[config.mk]
export PLATFORM = sky130hd
export DESIGN_NAME = conv_10_mul_share_arb
export DESIGN_NICKNAME = d
export VERILOG_FILES = /design/src/rtl/conv_10_mul_share_arb.sv
export SDC_FILE = /design/constraint.sdc
export NUM_CORES = 1
export LEC_CHECK = 0
export ABC_CLOCK_PERIOD_IN_PS = 5270
export BUFFER_PORTS_ARGS = -buffer_cell sky130_fd_sc_hd__buf_2
export CORE_UTILIZATION = 31
export CTS_CLUSTER_SIZE = 14
export DETAILED_ROUTE_END_ITERATION = 8
export SYNTH_ARGS = -nofsm -noshare
export SYNTH_HDL_FRONTEND = slang
export SYNTH_SLANG_ARGS = --single-unit
export TNS_END_PERCENT = 50
[constraint.sdc]
create_clock -name ap_clk -period 5.27 [get_ports ap_clk]
set_input_delay 0 -clock ap_clk [delete_from_list [all_inputs] [get_ports ap_clk]]
set_output_delay 0 -clock ap_clk [all_outputs]
set_load 0.02 [all_outputs]
[src/rtl/conv_10_mul_share_arb.sv]
// ============================================================================
// Module   : conv_10_mul_share_arb
// Purpose  : Round-robin arbiter sharing one signed multiplier pipeline among
//            N_REQ requesters, with a tagged, backpressured response channel.
//            Define CONV_10_MUL_ARB_PRIO0_EN to give requester 0 strict priority.
// Revision : 1.0
// ============================================================================
`default_nettype none

module conv_10_mul_share_arb #(
   parameter int N_REQ      = 4,
   parameter int NUM_STAGE  = 2,
   parameter int din0_WIDTH = 16,
   parameter int din1_WIDTH = 8,
   parameter int dout_WIDTH = 24
) (
   input  logic                          ap_clk,
   input  logic                          ap_rst,
   input  logic [N_REQ-1:0]              req_valid,
   input  logic [N_REQ*din0_WIDTH-1:0]   req_din0,
   input  logic [N_REQ*din1_WIDTH-1:0]   req_din1,
   output logic [N_REQ-1:0]              req_ready,
   output logic                          rsp_valid,
   input  logic                          rsp_ready,
   output logic [dout_WIDTH-1:0]         rsp_dout,
   output logic [$clog2(N_REQ)-1:0]      rsp_id
);

   localparam int ID_W = $clog2(N_REQ);

   logic [ID_W-1:0]        r_rr_ptr;
   logic [N_REQ-1:0]       w_grant;
   logic [ID_W-1:0]        w_gidx;
   logic                   w_found;
   logic                   w_stall;
   logic                   w_accept;
   logic [din0_WIDTH-1:0]  r_a;
   logic [din1_WIDTH-1:0]  r_b;
   logic [NUM_STAGE-1:0]   r_vld;
   logic [ID_W-1:0]        r_tag [NUM_STAGE];
   logic [dout_WIDTH-1:0]  w_a_ext;
   logic [dout_WIDTH-1:0]  w_b_ext;
   logic [dout_WIDTH-1:0]  w_prod;

   // (base + k) mod N_REQ for k in 0..N_REQ
   function automatic logic [ID_W-1:0] f_wrap(input logic [ID_W-1:0] base, input int k);
      int s;
      s = int'(base) + k;
      if (s >= N_REQ) s = s - N_REQ;
      return ID_W'(s);
   endfunction

   always_comb begin
      w_grant = '0;
      w_gidx  = '0;
      w_found = 1'b0;
`ifdef CONV_10_MUL_ARB_PRIO0_EN
      if (req_valid[0]) begin
         w_found = 1'b1;
      end else
`endif
      begin
         for (int k = 0; k < N_REQ; k++) begin
            if (!w_found && req_valid[f_wrap(r_rr_ptr, k)]) begin
               w_found = 1'b1;
               w_gidx  = f_wrap(r_rr_ptr, k);
            end
         end
      end
      if (w_found) w_grant[w_gidx] = 1'b1;
   end

   assign w_stall   = r_vld[NUM_STAGE-1] & ~rsp_ready;
   assign req_ready = (ap_rst | w_stall) ? '0 : w_grant;
   assign w_accept  = w_found & ~w_stall;

   always_ff @(posedge ap_clk or posedge ap_rst) begin
      if (ap_rst) begin
         r_rr_ptr <= '0;
      end else if (w_accept) begin
`ifdef CONV_10_MUL_ARB_PRIO0_EN
         // Priority grants to requester 0 leave the rotation untouched
         if (w_gidx != '0)
`endif
            r_rr_ptr <= f_wrap(w_gidx, 1);
      end
   end

   always_ff @(posedge ap_clk or posedge ap_rst) begin
      if (ap_rst) begin
         r_vld <= '0;
         r_a   <= '0;
         r_b   <= '0;
         for (int i = 0; i < NUM_STAGE; i++) r_tag[i] <= '0;
      end else if (!w_stall) begin
         r_vld[0] <= w_accept;
         r_tag[0] <= w_gidx;
         for (int i = 1; i < NUM_STAGE; i++) begin
            r_vld[i] <= r_vld[i-1];
            r_tag[i] <= r_tag[i-1];
         end
         if (w_accept) begin
            r_a <= req_din0[w_gidx*din0_WIDTH +: din0_WIDTH];
            r_b <= req_din1[w_gidx*din1_WIDTH +: din1_WIDTH];
         end
      end
   end

   // Sign-extending both operands to full width makes the modular product exact
   assign w_a_ext = {{din1_WIDTH{r_a[din0_WIDTH-1]}}, r_a};
   assign w_b_ext = {{din0_WIDTH{r_b[din1_WIDTH-1]}}, r_b};
   assign w_prod  = w_a_ext * w_b_ext;

   generate
      if (NUM_STAGE == 1) begin : g_comb_out
         assign rsp_dout = w_prod;
      end else begin : g_reg_out
         logic [dout_WIDTH-1:0] r_prod [NUM_STAGE-1];

         always_ff @(posedge ap_clk or posedge ap_rst) begin
            if (ap_rst) begin
               for (int i = 0; i < NUM_STAGE-1; i++) r_prod[i] <= '0;
            end else if (!w_stall) begin
               r_prod[0] <= w_prod;
               for (int i = 1; i < NUM_STAGE-1; i++) r_prod[i] <= r_prod[i-1];
            end
         end

         assign rsp_dout = r_prod[NUM_STAGE-2];
      end
   endgenerate

   assign rsp_valid = r_vld[NUM_STAGE-1];
   assign rsp_id    = r_tag[NUM_STAGE-1];

endmodule

`default_nettype wire

==> impl_metrics.ini, run 1 <==
[grt]
grt_pass1_wl_um = 29030
overflow = 0
grt_max_degree = 57
grt_pass1_vias = 5770
antenna_found_initial = 0
grtUsageTotal = 0.1503

[clocking]
clock_latency_ps = 320
ctsHtreeMaxLevel = 2
clk_pin_slew_ps = 80
cts_buffers = 5
cts_setup_buffers = 0
cts_root_buf = clkbuf_16
cts.sinks = 56
clock_path_buffers = 2
cts_tree = done

[final_layout]
area_growth_pct = 15.68
drive_above_1_share = 0.1782
final_nets = 1180
antenna_cells = 0

[logic_synthesis]
synth_area_leaders = fa_1 28%, dfrtp_1 19%, ha_1 8.2%
synth-edff-count = 0
yosys.area.top_type = fa_1
yosys_most_used_dff = dfrtp_1
ys_seq_area_frac = 0.1877
ys_async_sr_fraction = 1.000
avgSynthCellArea_sq_um = 9.264
synth_top_area_share = 0.2761
syn_area_sq_um = 7467
synth_cell_type_count = 51
syn_inst = 806
synthesis.nets = 1061
synth-seq-cells = 56
ys_warn_count = 0

[detailed_routing]
drt-initial-drc-count = 303
vias_per_cell = 4.680
route.detailed.drc = 0
ant_nets = 0
wl_per_cell_um = 14.46
drt_pass1_iterations = 4
wl_um = 18000
vias = 5826

[place]
portBuffers = 133
routabilityCongestion = 0.7923
dp_worst_setup_slack_ps = 437.2
dp_hpwl_um = 14760

[worst_setup_path]
r2r_start = r_b[3]
setup.worst_path.end_class = register
cp_common_cell = fa_1
r2r_slack_ps = 390
worstPathRequired_ps = 5450
path_max_fanout = 12
r2r_end = rsp_dout[23]
r2r_cells = 15
cp-start-kind = register
critPathKind = reg2reg
worst_ep_arrival_time_ps = 5060
max_stage_delay_ps = 640
path_cells = nand2_1 -> fa_1 -> inv_1 -> fa_1 -> fa_1 -> inv_1 -> fa_1 -> inv_1 -> ha_1 -> and3_1 -> and2_1 -> or3_1 -> o221ai_2 -> xnor2_1 -> a21oi_1
cp_slowest_cell = fa_1

[timing]
worstMarginPinSlew_ps = 994.0
finalCritPeriodShare = 0.9257
slew_headroom = 0.3358
fin_skew_ps = 11.45
fin_crit_ps = 4878
slew_viol_final = 0
setup_tns_ps = 0
hold_viol = 0
rsz0062_at_grt = no
setup_ws_ps = 391.6
max_freq_mhz = 205.0
fin_hold_ws_ps = 47.78
setup_viol = 0

[worst_hold_path]
min_path_cells = 3
whs_endpoint = r_vld[0]
min_path_type = in2reg
min_from = req_valid[2]

[floorplan]
core_region_area_sq_um = 23540
dieArea_sq_um = 24710
die_y_um = 157.2
ios = 134
fp.dieW_um = 157.2
core.rowCount = 56
initial_core_util = 0.3172

[flow_run]
maxCapViolations = 0

[run_status]
status = finished, final reports clean
## cell type report
class	count	area (sq um)
clock buffer	5	125.1
sequential	56	1401
multi-input combinational	574	5381
timing repair buffer	148	783.3
tap	319	399.1
clock inverter	3	22.52
inverter	140	525.5
fill	2481	14900
## cell usage in the layout (no fill, tap or decap), types with 28 or more instances in the layout
| cell | instances |
|---|---|
| dfrtp_1 | 56 |
| inv_1 | 139 |
| buf_2 | 133 |
| ha_1 | 49 |
| a21o_1 | 31 |
| nor2_1 | 28 |
| fa_1 | 103 |
| nand2_1 | 73 |
| and2_1 | 83 |
| mux2i_1 | 48 |
## per-stage QoR
stage / std cells / utilization / cell area, sq um
after CTS: 1245 / 0.3669 / 8638
after global routing: 1245 / 0.3669 / 8638
after global placement: 1235 / 0.3598 / 8471
after detailed placement: 1235 / 0.3598 / 8471
after floorplan: 806 / - / 7467
final: 1245 / 0.3669 / 8638
## state kept, by name, summed over array words and instances (netlist names)
name / count
r_a: 16
r_b: 8
r_rr_ptr: 2
r_tag: 2
r_vld: 2
rsp_dout: 24
rsp_id: 2
## cell usage after synthesis, drive strengths merged, types with 3 or more instances
library cell  instances
fa                  103
mux2i                48
buf                  15
o211ai                3
nor3b                 6
nand2                73
a21o                 32
or3                   3
clkbuf               21
and3                  3
nor2                 28
nor4                  3
a211o                 6
dfrtp                56
and2                 83
xor2                  8
a21oi                25
nor3                  7
o22ai                28
inv                 140
xnor2                11
o21ai                12
nand2b               11
ha                   49
nand3                 6
## logic make-up after synthesis
| family | share of synthesized area |
|---|---|
| AOI/OAI and AO/OA | 0.1139 |
| and+or+nand+nor | 0.1597 |
| adders and majority gates | 0.3582 |
| xor gates and xnor gates | 0.02229 |
| buffers and inverters | 0.09383 |
| muxes | 0.06434 |
| DFF | 0.1877 |
## critical path: cells and delay by family, from the launching register on
kind                       cells  cell delay (ps)
AOI/OAI and AO/OA              2              160
xor gates and xnor gates       1              140
adders and majority gates      5             2610
buffers and inverters          3              240
DFF                            1              570
and+or+nand+nor                4             1020
## timing repair
| item | 4_1_cts | 5_1_grt |
|---|---|---|
| setup endpoints to repair | 0 | 0 |
| hold buffers | 2 | 0 |
| endpoints found under the hold margin | 57 | 0 |
| gates resized for setup | 0 | 0 |
## routing by layer
| layer | vias to the layer above | GRT usage | share of wire |
|---|---|---|---|
| li1 | 2819 | - | - |
| met1 | 2903 | 0.1801 | 0.41 |
| met2 | 74 | 0.2722 | 0.54 |
| met3 | 30 | 0.01762 | 0.026 |
| met4 | 0 | 0.06010 | 0.028 |
| met5 | - | 0 | 0 |
## how the worst max path moves through the flow
stage | from | end | slack, ps | depth (start not counted)
floorplan | r_b[7] | rsp_dout[21] | 550 | 15
global placement | r_b[3] | rsp_dout[23] | 530 | 15
detailed placement | r_b[3] | rsp_dout[23] | 440 | 15
CTS | r_b[3] | rsp_dout[23] | 400 | 15
global route | r_b[3] | rsp_dout[23] | 90 | 15
finish | r_b[3] | rsp_dout[23] | 390 | 15
Power of run 1 is left out: the tool's default activity adds up to more than one toggle a clock period on the data nets, which glitch-free logic cannot reach.
==> inputs of run 2 (changes only) <==
--- a/config.mk
+++ b/config.mk
@@ -7,6 +7,7 @@
 export LEC_CHECK = 0
 export ABC_CLOCK_PERIOD_IN_PS = 5270
 export BUFFER_PORTS_ARGS = -buffer_cell sky130_fd_sc_hd__buf_2
+export CORE_MARGIN = 10
 export CORE_UTILIZATION = 31
 export CTS_CLUSTER_SIZE = 14
 export DETAILED_ROUTE_END_ITERATION = 8
==> impl_metrics.ini, run 2 (same netlist as run 1, synthesis figures left out) <==
[run_status]
status = finished, final reports clean

[timing]
setup_tns_ps = 0
fin_skew_ps = 8.153
hold_viol = 0
slew_viol_final = 0
slew_headroom = 0.3015
finalCritPeriodShare = 0.9182
rsz0062_at_grt = no
setup_viol = 0
worstMarginPinSlew_ps = 1045
fin_crit_ps = 4839
max_freq_mhz = 206.7

[worst_hold_path]
min_path_cells = 3
min_from = req_valid[0]
whs_endpoint = r_vld[0]
min_path_type = in2reg

[final_layout]
layout_common_cells = 139 x inv_1, 133 x buf_2, 103 x fa_1
multiInputGateArea_sq_um = 5381
nFillCells = 2463
layout_commonest_cell = inv_1
area_growth_pct = 15.92
largest_reg_flops = 24
antenna_cells = 0
drive_above_1_share = 0.1793
seq_area_sq_um = 1401
final_nets = 1180

[floorplan]
fp.dieW_um = 175.2
ios = 134
initial_core_util = 0.3162
die_y_um = 175.2
core.rowCount = 56
core_region_area_sq_um = 23610
dieArea_sq_um = 30700

[worst_setup_path]
crit_start = r_b[4]
r2r_end = rsp_dout[23]
setup.worst_path.end_class = register
path_cells = nand2_1 -> fa_1 -> inv_1 -> fa_1 -> fa_1 -> inv_1 -> fa_1 -> inv_1 -> ha_1 -> and3_1 -> and2_1 -> or3_1 -> o221ai_2 -> xnor2_1 -> a21oi_1
path_max_fanout = 11
max_stage_delay_ps = 670
cp_slowest_cell = fa_1
crit_family = adder cells
path_buf_inv = 3
critPathKind = reg2reg
critical_path_depth = 15
worstPathRequired_ps = 5450
r2r_cells = 15
r2r_start = r_b[4]
worst_ep_arrival_time_ps = 5020
cp_common_cell = fa_1
r2r_slack_ps = 430
cp-start-kind = register

[place]
routabilityCongestion = 0.8509
portBuffers = 133
dp_hpwl_um = 16130

[detailed_routing]
drt-initial-drc-count = 252
vias_per_cell = 4.729
drt_pass1_iterations = 5
route.detailed.drc = 0
wl_per_cell_um = 15.59
wl_um = 19410
vias = 5888
ant_nets = 0

[clocking]
cts_tree = done
cts_resized = 0
cts.sinks = 56
cts_root_buf = clkbuf_16
clk_pin_slew_ps = 80
clock_path_buffers = 2
clock_latency_ps = 310
cts_buffers = 5
ctsHtreeMaxLevel = 2

[grt]
grt_max_degree = 57
grtUsageTotal = 0.1258
grt_pass1_wl_um = 31200
grt_pass1_vias = 6051
antenna_found_initial = 0
overflow = 0

[flow_run]
maxCapViolations = 0
## run 2: changes by cell type in the layout (fill, tap and decap cells not counted)
cell	before	now
bufinv_16	0	1
inv_6	1	0
clkinvlp_4	0	1
clkinv_4	1	0
dlygate4sd3_1	2	1
buf_4	13	14
## run 2: how the worst max path moves through the flow
stage / endpoint / slack, ps
after global routing: rsp_dout[19] / 130
after floorplan: rsp_dout[21] / 550
final: rsp_dout[23] / 430
after detailed placement: rsp_dout[19] / 430
after global placement: rsp_dout[23] / 500
after CTS: rsp_dout[23] / 410
## run 2: final cells by class
type	count	area share
timing repair buffer	148	0.09020
sequential	56	0.1619
tap	319	0.04611
inverter	140	0.06071
clock buffer	5	0.01446
clock inverter	3	0.004915
multi-input combinational	574	0.6217
## run 2: worst min-delay path, cell delays in order
cell and delay [ps]:
buf_2 110, inv_1 80, a41oi_1 100
## run 2: per-stage QoR
step / hold slack, ps / setup WS (ps) / instance area [sq um] / instances / util
floorplan: 82.76 / 553.7 / 7467 / 806 / -
global placement: 300.9 / 502.5 / 8478 / 1236 / 0.3591
detailed placement: 316.3 / 426.5 / 8478 / 1236 / 0.3591
CTS: 6.062 / 412.9 / 8656 / 1245 / 0.3666
global route: 42.99 / 128.7 / 8656 / 1245 / 0.3666
finish: 21.29 / 431.0 / 8656 / 1245 / 0.3666
## run 2: layer usage
metal  track usage  part of all wire
met1        0.1436              0.39
met2        0.2287              0.55
met5             0                 0
met3       0.01919             0.028
met4       0.05157             0.030
## run 2: what timing repair did
action                                 CTS  global route
hold buffers                             1             0
setup buffers                            0             0
endpoints found under the hold margin   56             0
Power of run 2 is left out for the same reason.
==> inputs of run 3 (changes only) <==
--- a/config.mk
+++ b/config.mk
@@ -7,8 +7,8 @@
 export LEC_CHECK = 0
 export ABC_CLOCK_PERIOD_IN_PS = 5270
 export BUFFER_PORTS_ARGS = -buffer_cell sky130_fd_sc_hd__buf_2
-export CORE_MARGIN = 10
 export CORE_UTILIZATION = 31
+export CTS_BUF_LIST = sky130_fd_sc_hd__clkbuf_4 sky130_fd_sc_hd__clkbuf_8
 export CTS_CLUSTER_SIZE = 14
 export DETAILED_ROUTE_END_ITERATION = 8
 export SYNTH_ARGS = -nofsm -noshare
==> impl_metrics.ini, run 3 (same netlist as run 1, synthesis figures left out) <==
[floorplan]
core.rowCount = 56
fp.dieW_um = 157.2
dieArea_sq_um = 24710
initial_core_util = 0.3172
core_region_area_sq_um = 23540
die_y_um = 157.2
ios = 134

[clocking]
cts.sinks = 56
cts_root_buf = clkbuf_8
cts_tree = done
clock_path_buffers = 2
cts_resized = 0
ctsHtreeMaxLevel = 2
clk_pin_slew_ps = 120
cts_buffers = 5
clock_latency_ps = 350

[place]
dp_hpwl_um = 14760
portBuffers = 133
routabilityCongestion = 0.7923
dp_worst_setup_slack_ps = 437.2

[worst_setup_path]
path_buf_inv = 3
setup.worst_path.end_class = register
path_max_fanout = 12
r2r_slack_ps = 390
cp-start-kind = register
max_stage_delay_ps = 640
cp_slowest_cell = fa_1
worst_ep_arrival_time_ps = 5090
cp_common_cell = fa_1
worstPathRequired_ps = 5480
path_cells = nand2_1 -> fa_1 -> inv_1 -> fa_1 -> fa_1 -> inv_1 -> fa_1 -> inv_1 -> ha_1 -> and3_1 -> and2_1 -> or3_1 -> o221ai_2 -> xnor2_1 -> a21oi_1
critPathKind = reg2reg
crit_family = adder cells

[timing]
slew_headroom = 0.3328
finalCritPeriodShare = 0.9267
fin_hold_ws_ps = 15.08
fin_crit_ps = 4884
max_freq_mhz = 204.8
setup_ws_ps = 386.5
fin_skew_ps = 17.44
worstMarginPinSlew_ps = 998.5
slew_viol_final = 0
setup_tns_ps = 0
rsz0062_at_grt = no
hold_viol = 0
setup_viol = 0

[detailed_routing]
wl_per_cell_um = 14.38
drt_pass1_iterations = 4
drt-initial-drc-count = 278
ant_nets = 0
vias = 5834
vias_per_cell = 4.682
route.detailed.drc = 0
wl_um = 17920

[grt]
grt_max_degree = 57
antenna_found_initial = 0
grt_pass1_wl_um = 29040
overflow = 0
grtUsageTotal = 0.1496
grt_pass1_vias = 5777

[worst_hold_path]
min_path_type = in2reg

[run_status]
status = finished, final reports clean

[flow_run]
maxCapViolations = 0

[final_layout]
drive_above_1_share = 0.1780
largest_reg_flops = 24
final_util = 0.3650
area_growth_pct = 15.06
layout_commonest_cell = inv_1
multiInputGateArea_sq_um = 5381
final_nets = 1181
nFillCells = 2480
seq_area_sq_um = 1401
antenna_cells = 0
layout_common_cells = 139 x inv_1, 133 x buf_2, 103 x fa_1
## run 3: timing repair
action | 4_1_cts | 5_1_grt
endpoints found under the hold margin | 57 | 0
setup buffers | 0 | 0
hold buffers | 3 | 0
## run 3: final cells by class
cell class	count	area share
clock buffer	5	0.008009
clock inverter	3	0.002621
inverter	140	0.06116
multi-input combinational	574	0.6263
sequential	56	0.1631
tap	319	0.04645
timing repair buffer	149	0.09233
## run 3: through the flow
| stage | instance area (sq um) | std cells |
|---|---|---|
| after global routing | 8592 | 1246 |
| after global placement | 8471 | 1235 |
| after floorplan | 7467 | 806 |
| after CTS | 8592 | 1246 |
| final | 8592 | 1246 |
| after detailed placement | 8471 | 1235 |
## run 3: path summary, 6_finish.rpt
path	end	cells after the start	start
setup / recovery	rsp_dout[23]	15	r_b[3]
hold / removal	r_a[9]	4	req_din0[41]
setup reg to reg	rsp_dout[23]	15	r_b[3]
hold reg to reg	rsp_dout[3]	2	rsp_dout[3]
max in group asynchronous	rsp_dout[0]	4	ap_rst
min in group asynchronous	r_vld[0]	4	ap_rst
## run 3: tightest hold or removal path: stages
cell and delay (ps):
buf_2 70, mux2i_1 50, o22ai_1 120, a21o_1 90
## run 3: layer usage
| metal | up-vias | share of wire | track usage |
|---|---|---|---|
| li1 | 2820 | - | - |
| met1 | 2919 | 0.41 | 0.1813 |
| met2 | 67 | 0.54 | 0.2724 |
| met3 | 28 | 0.021 | 0.01652 |
| met4 | 0 | 0.026 | 0.05270 |
| met5 | - | 0 | 0 |
Power of run 3 is left out for the same reason.
